===== src/rtl/vscale_mem_arbiter.sv =====
// vscale_mem_arbiter: shares one single-outstanding memory bus between imem and dmem, with misalign and timeout errors.
// Define VSCALE_ARB_RR_EN for round-robin arbitration; otherwise dmem has fixed priority.
module vscale_mem_arbiter #(
  parameter int TIMEOUT = 64,
  parameter int CNT_W = $clog2(TIMEOUT + 1)
) (
  input  logic        clk,
  input  logic        reset_n,
  input  logic        imem_req,
  input  logic [31:0] imem_addr,
  output logic [31:0] imem_rdata,
  output logic        imem_wait,
  output logic        imem_badmem_e,
  input  logic        dmem_req,
  input  logic        dmem_wen,
  input  logic [2:0]  dmem_size,
  input  logic [31:0] dmem_addr,
  input  logic [31:0] dmem_wdata,
  output logic [31:0] dmem_rdata,
  output logic        dmem_wait,
  output logic        dmem_badmem_e,
  output logic        bus_req,
  output logic        bus_wen,
  output logic [2:0]  bus_size,
  output logic [31:0] bus_addr,
  output logic [31:0] bus_wdata,
  input  logic        bus_gnt,
  input  logic        bus_rvalid,
  input  logic [31:0] bus_rdata,
  input  logic        bus_err
);
  typedef enum logic [2:0] {IDLE, ADDR, DATA, ERR, DRAIN} state_t;
  state_t state, state_nx;
  logic owner, owner_nx, pick_d, mis, load, resp, tmo, comp, res_err, i_done, d_done;
  logic [31:0] res_rdata;
  logic [CNT_W-1:0] cnt;
`ifdef VSCALE_ARB_RR_EN
  logic last_d;
  assign pick_d = dmem_req && (!imem_req || !last_d);
`else
  assign pick_d = dmem_req;
`endif
  assign mis = pick_d ? (dmem_size[1:0] == 2'b01 && dmem_addr[0]) ||
                        (dmem_size[1:0] == 2'b10 && dmem_addr[1:0] != 2'b00)
                      : imem_addr[1:0] != 2'b00;
  assign resp = state == DATA && bus_rvalid;
  assign tmo = (state == ADDR || state == DATA) && cnt == CNT_W'(TIMEOUT - 1) && !resp;
  assign comp = resp || state == ERR || tmo;
  assign res_err = resp ? bus_err : 1'b1;
  assign res_rdata = resp ? bus_rdata : 32'h0;
  assign i_done = imem_req && !owner && comp;
  assign d_done = dmem_req && owner && comp;
  assign imem_wait = imem_req && !i_done;
  assign dmem_wait = dmem_req && !d_done;
  assign imem_rdata = i_done ? res_rdata : 32'h0;
  assign dmem_rdata = d_done ? res_rdata : 32'h0;
  assign imem_badmem_e = i_done && res_err;
  assign dmem_badmem_e = d_done && res_err;
  always_comb begin
    state_nx = state;
    owner_nx = owner;
    load = 1'b0;
    case (state)
      IDLE: if (imem_req || dmem_req) begin
        owner_nx = pick_d;
        state_nx = mis ? ERR : ADDR;
        load = !mis;
      end
      // a grant coinciding with the timeout still produces a response, which must be drained
      ADDR: state_nx = bus_gnt ? (tmo ? DRAIN : DATA) : (tmo ? IDLE : ADDR);
      DATA: state_nx = bus_rvalid ? IDLE : (tmo ? DRAIN : DATA);
      ERR: state_nx = IDLE;
      DRAIN: state_nx = bus_rvalid ? IDLE : DRAIN;
      default: state_nx = IDLE;
    endcase
  end
  always_ff @(posedge clk or negedge reset_n) begin
    if (!reset_n) begin
      state <= IDLE;
      owner <= 1'b0;
      cnt <= '0;
      bus_req <= 1'b0;
      bus_wen <= 1'b0;
      bus_size <= 3'b000;
      bus_addr <= 32'h0;
      bus_wdata <= 32'h0;
    end else begin
      state <= state_nx;
      owner <= owner_nx;
      bus_req <= state_nx == ADDR;
      cnt <= load ? '0 : (state == ADDR || state == DATA) ? cnt + 1'b1 : cnt;
      if (load) begin
        bus_addr <= pick_d ? dmem_addr : imem_addr;
        bus_wen <= pick_d && dmem_wen;
        bus_size <= pick_d ? dmem_size : 3'b010;
        bus_wdata <= pick_d ? dmem_wdata : 32'h0;
      end
    end
  end
`ifdef VSCALE_ARB_RR_EN
  always_ff @(posedge clk or negedge reset_n) begin
    if (!reset_n) last_d <= 1'b0;
    else if (comp) last_d <= owner;
  end
`endif
endmodule


===== config.mk =====
export PLATFORM = sky130hd
export DESIGN_NAME = vscale_mem_arbiter
export DESIGN_NICKNAME = d
export VERILOG_FILES = /design/src/rtl/vscale_mem_arbiter.sv
export SDC_FILE = /design/constraint.sdc
export NUM_CORES = 1
export LEC_CHECK = 0
export ABC_AREA = 1
export CORE_ASPECT_RATIO = 1.75
export CORE_MARGIN = 3
export CORE_UTILIZATION = 34
export DETAILED_ROUTE_END_ITERATION = 7
export PLACE_DENSITY = 0.77
export RECOVER_POWER = 100
export SLEW_MARGIN = 0
export SYNTH_ARGS = -nofsm -noshare
export SYNTH_HDL_FRONTEND = slang
export SYNTH_SLANG_ARGS = --single-unit

===== constraint.sdc =====
create_clock -name clk -period 1.5 [get_ports clk]
set_input_delay 0.225 -clock clk [delete_from_list [all_inputs] [get_ports clk]]
set_output_delay 0.225 -clock clk [all_outputs]
set_load 0.01 [all_outputs]

==> results.sh <==
export IMPL_status="finished with violations"
export IMPL_violations="setup timing"
export IMPL_yosys_area_top_type="dfrtp_1"
export IMPL_rr_startpoint="state[1]$_DFF_PN0_"
export IMPL_p_leak_nw=4.29
export IMPL_track_usage_pct=24.1
export IMPL_crit_start="cnt[1]$_DFFE_PN0P_"
export IMPL_critPathSlowestCell="dfrtp_1"
export IMPL_max_stage_delay_ns=0.36
export IMPL_coreArea_um2=12600
export IMPL_worstSetupPathType="flip-flop to primary output"
export IMPL_clock_skew_final_ns=0.00661
export IMPL_synth_avg_cell_area_um2=6.97
export IMPL_rsz0062_at_grt="true"
export IMPL_grt_pass1_vias=5427
export IMPL_hpwlAfterDp_um=12600
export IMPL_gp_congestion=0.844
export IMPL_finalCritPeriodShare_pct=142
export IMPL_r2r_end="bus_wdata[22]$_DFFE_PN0P_"
export IMPL_synth_top_area_share_pct=45.5
export IMPL_detail_route_wl_per_cell_um=16.1
export IMPL_start_kind="flip-flop"
export IMPL_clk_latency_ns=0.33
export IMPL_cts_buffers=9
export IMPL_synth_simple_area_share_pct=44.9
export IMPL_dpl_cell_count=1090
export IMPL_peakVddDrop_mv=0.809
export IMPL_reg2reg_slack_ns=-0.26
export IMPL_synth_area_leaders="dfrtp_1 (45%), nand2_1 (25%), nand3_1 (8.1%)"
export IMPL_power_density_nw_per_um2=1530
export IMPL_num_vias=5471
export IMPL_synth_warnings=0
export IMPL_synth_cells=632
export IMPL_synth_compound_area_share_pct=1.56
export IMPL_worstSetupEndpointType="primary output"
export IMPL_synth_seq_area_share_pct=45.5
export IMPL_synthAdderAreaFrac_pct=0.284
export IMPL_dieArea_um2=14400
export IMPL_grt_max_degree=81
export IMPL_io_pins=276
export IMPL_firstDrtPassIters=5
export IMPL_max_freq_mhz=470
export IMPL_setup_viol=144
export IMPL_final_max_slew_viol_count=0
export IMPL_grt_first_pass_wirelength_um=27200
export IMPL_maxCapViolCount=0
export IMPL_num_antenna_cells=0
export IMPL_final_cells=1150
export IMPL_layout_setup_ws_ns=-0.628
export IMPL_clockBufferDepth=2
export IMPL_routed_wl_um=18500
export IMPL_clkTransAtPathRegs_ns=0.06
export IMPL_worstPathMaxFanout=7
export IMPL_layout_drive_gt1_share_pct=28.7
export IMPL_fp_dieH_um=157
export IMPL_port_buffers=275
export IMPL_synthMuxAreaShare_pct=0
export IMPL_r2r_cells=11
export IMPL_drc_errors=0
export IMPL_mappedNetlistArea_um2=4400
export IMPL_drtAntennaViolNets=0
export IMPL_grt_ovfl_total=0
export IMPL_dieWidth_um=92.0
export IMPL_area_delta_synth_final_pct=102
export IMPL_cts_tree="done"
export IMPL_ys_seq_elements=80
export IMPL_min_path_type="input port to flip-flop"
export IMPL_post_route_min_period_ns=2.13
export IMPL_final_hold_viol_count=0
export IMPL_endpoint="dmem_rdata[4]"
export IMPL_cts_root_buffer="clkbuf_16"
export IMPL_initial_core_util_pct=35.0
export IMPL_worstPathArrival_ns=1.90
export IMPL_vias_per_cell=4.76
export IMPL_cpMostUsedCell="nor2_4"
export IMPL_crit_chain="ha_2 -> nand3_2 -> nor2_4 -> nand2_2 -> nand3_4 -> buf_12 -> nand2_8 -> clkbuf_16 -> nor2_4 -> buf_6"
export IMPL_std_cell_rows=54
export IMPL_total_power_mw=13.6
export IMPL_pre_cts_ws_ns=-0.709
export IMPL_synth_xor_area_share_pct=0.199
export IMPL_ctsHtreeMaxLevel=3
export IMPL_nNetsFinal=1117
export IMPL_max_slew_margin_rel_pct=50.2
export IMPL_synth_top_family_by_area="simple AND/OR/NAND/NOR gates"
export IMPL_cts_num_sinks=80
export IMPL_max_slew_worst_pin_slew_ns=0.747
export IMPL_synth_cell_types=26
export IMPL_synth_nets=772
export IMPL_drt_iter0_markers=190
export IMPL_antenna_found_initial=0
export IMPL_crit_required_ns=1.27
## area by class of cell
class                           instances  area, um2
Multi-Input combinational cell        491       2510
Clock inverter                          7       95.1
Fill cell                             992       3680
Inverter                               23       93.8
Clock buffer                            9        225
Sequential cell                        80       2000
Tap cell                              168        210
Timing Repair Buffer                  372       3750
## through the flow
step	hold WS, ns	utilization [%]	setup TNS, ns	area (um2)
2_1_floorplan	-0.0706	-	-1.04	4610
3_3_place_gp	0.287	62.6	-53.38	7860
3_5_place_dp	0.285	62.6	-56.48	7860
4_1_cts	0.438	68.6	-48.42	8620
5_1_grt	0.436	70.7	-64.79	8890
6_report	0.448	70.7	-52.85	8890
## where the power goes
group	total (mW)	leakage [nW]	switching, mW	internal [mW]
clock	2.35	0.156	0.887	1.46
sequential	3.72	1.02	0.580	3.14
combinational	7.54	3.11	3.62	3.92
## synth_stat cells
library cell,count
a21o_1,1
a21oi_1,4
a22oi_1,1
buf_1,4
buf_2,19
buf_4,1
buf_6,10
clkbuf_1,5
dfrtp_1,80
ha_1,1
inv_1,23
nand2_1,299
nand2_2,2
nand2_4,2
nand3_1,71
nand3_4,1
nand3b_1,11
nand4_1,2
nor2_1,83
nor2_2,2
nor2_4,2
nor3_1,1
o21ai_0,4
o21bai_1,1
o22ai_1,1
xor2_1,1
## layer usage
metal	wire length [um]	share of wire, %	vias up	global-route usage [%]
met5	0	0	-	0
met4	824	4.5	0	10.8
met3	1230	6.7	57	5.39
met2	10000	54	240	45.5
met1	6400	35	2512	25.0
li1	-	-	2662	-
## sequential cells by signal, indices dropped and copies added (netlist names)
name	count
cnt	7
bus_wdata	32
owner	1
bus_addr	32
bus_size	3
bus_wen	1
state	3
bus_req	1
## critical path: cells and delay by family (launching register included)
family / cells / cell delay (ns)
buffers and inverters: 3 / 0.43
adders and majority gates: 1 / 0.20
DFF: 1 / 0.36
and+or+nand+nor: 6 / 0.57
## cell usage in the layout, fill, tap and decap left out, types with 3 or more instances in the layout
cell,netlist,final
nand2_1,299,289
clkdlybuf4s50_1,0,168
dfrtp_1,80,78
nand3_1,71,67
buf_4,1,47
nor2_2,2,43
buf_2,19,43
buf_6,10,40
nor2_4,2,30
inv_1,23,22
buf_12,0,19
clkdlybuf4s25_1,0,15
nor2_1,83,14
clkbuf_1,5,14
clkbuf_16,0,12
nand3b_1,11,11
nand2_2,2,10
buf_16,0,9
dlygate4sd2_1,0,6
o21ai_0,4,4
nand2_8,0,4
nand3_2,0,3
## cells by family (layout without fill, tap and decap cells)
kind of cell               Yosys count  in the layout
buffers and inverters               62            411
AOI/OAI and AO/OA                   12             12
xor gates and xnor gates             1              1
and+or+nand+nor                    476            477
DFF                                 80             80
adders and majority gates            1              1
## timing repair
action                                  CTS  global route
hold buffers                              1             0
pin swaps                                 6            11
gates cloned                             11             3
endpoints found under the setup margin  143           179
gates resized for setup                 322            98
hold endpoints to repair                 80             0
buffers inserted                         23            12
## worst min-delay path by stage
stage / to / depth (start not counted) / slack [ns] / start
after floorplan: bus_addr[0]$_DFFE_PN0P_ / 0 / -0.07 / reset_n
after global placement: bus_wdata[16]$_DFFE_PN0P_ / 2 / 0.29 / reset_n
after detailed placement: bus_wdata[16]$_DFFE_PN0P_ / 2 / 0.29 / reset_n
after CTS: bus_wdata[16]$_DFFE_PN0P_ / 3 / 0.44 / dmem_wdata[16]
after global routing: bus_wdata[16]$_DFFE_PN0P_ / 3 / 0.44 / dmem_wdata[16]
final: bus_wdata[24]$_DFFE_PN0P_ / 3 / 0.45 / dmem_wdata[24]
Note: power is estimated with default switching activity, not from simulation.
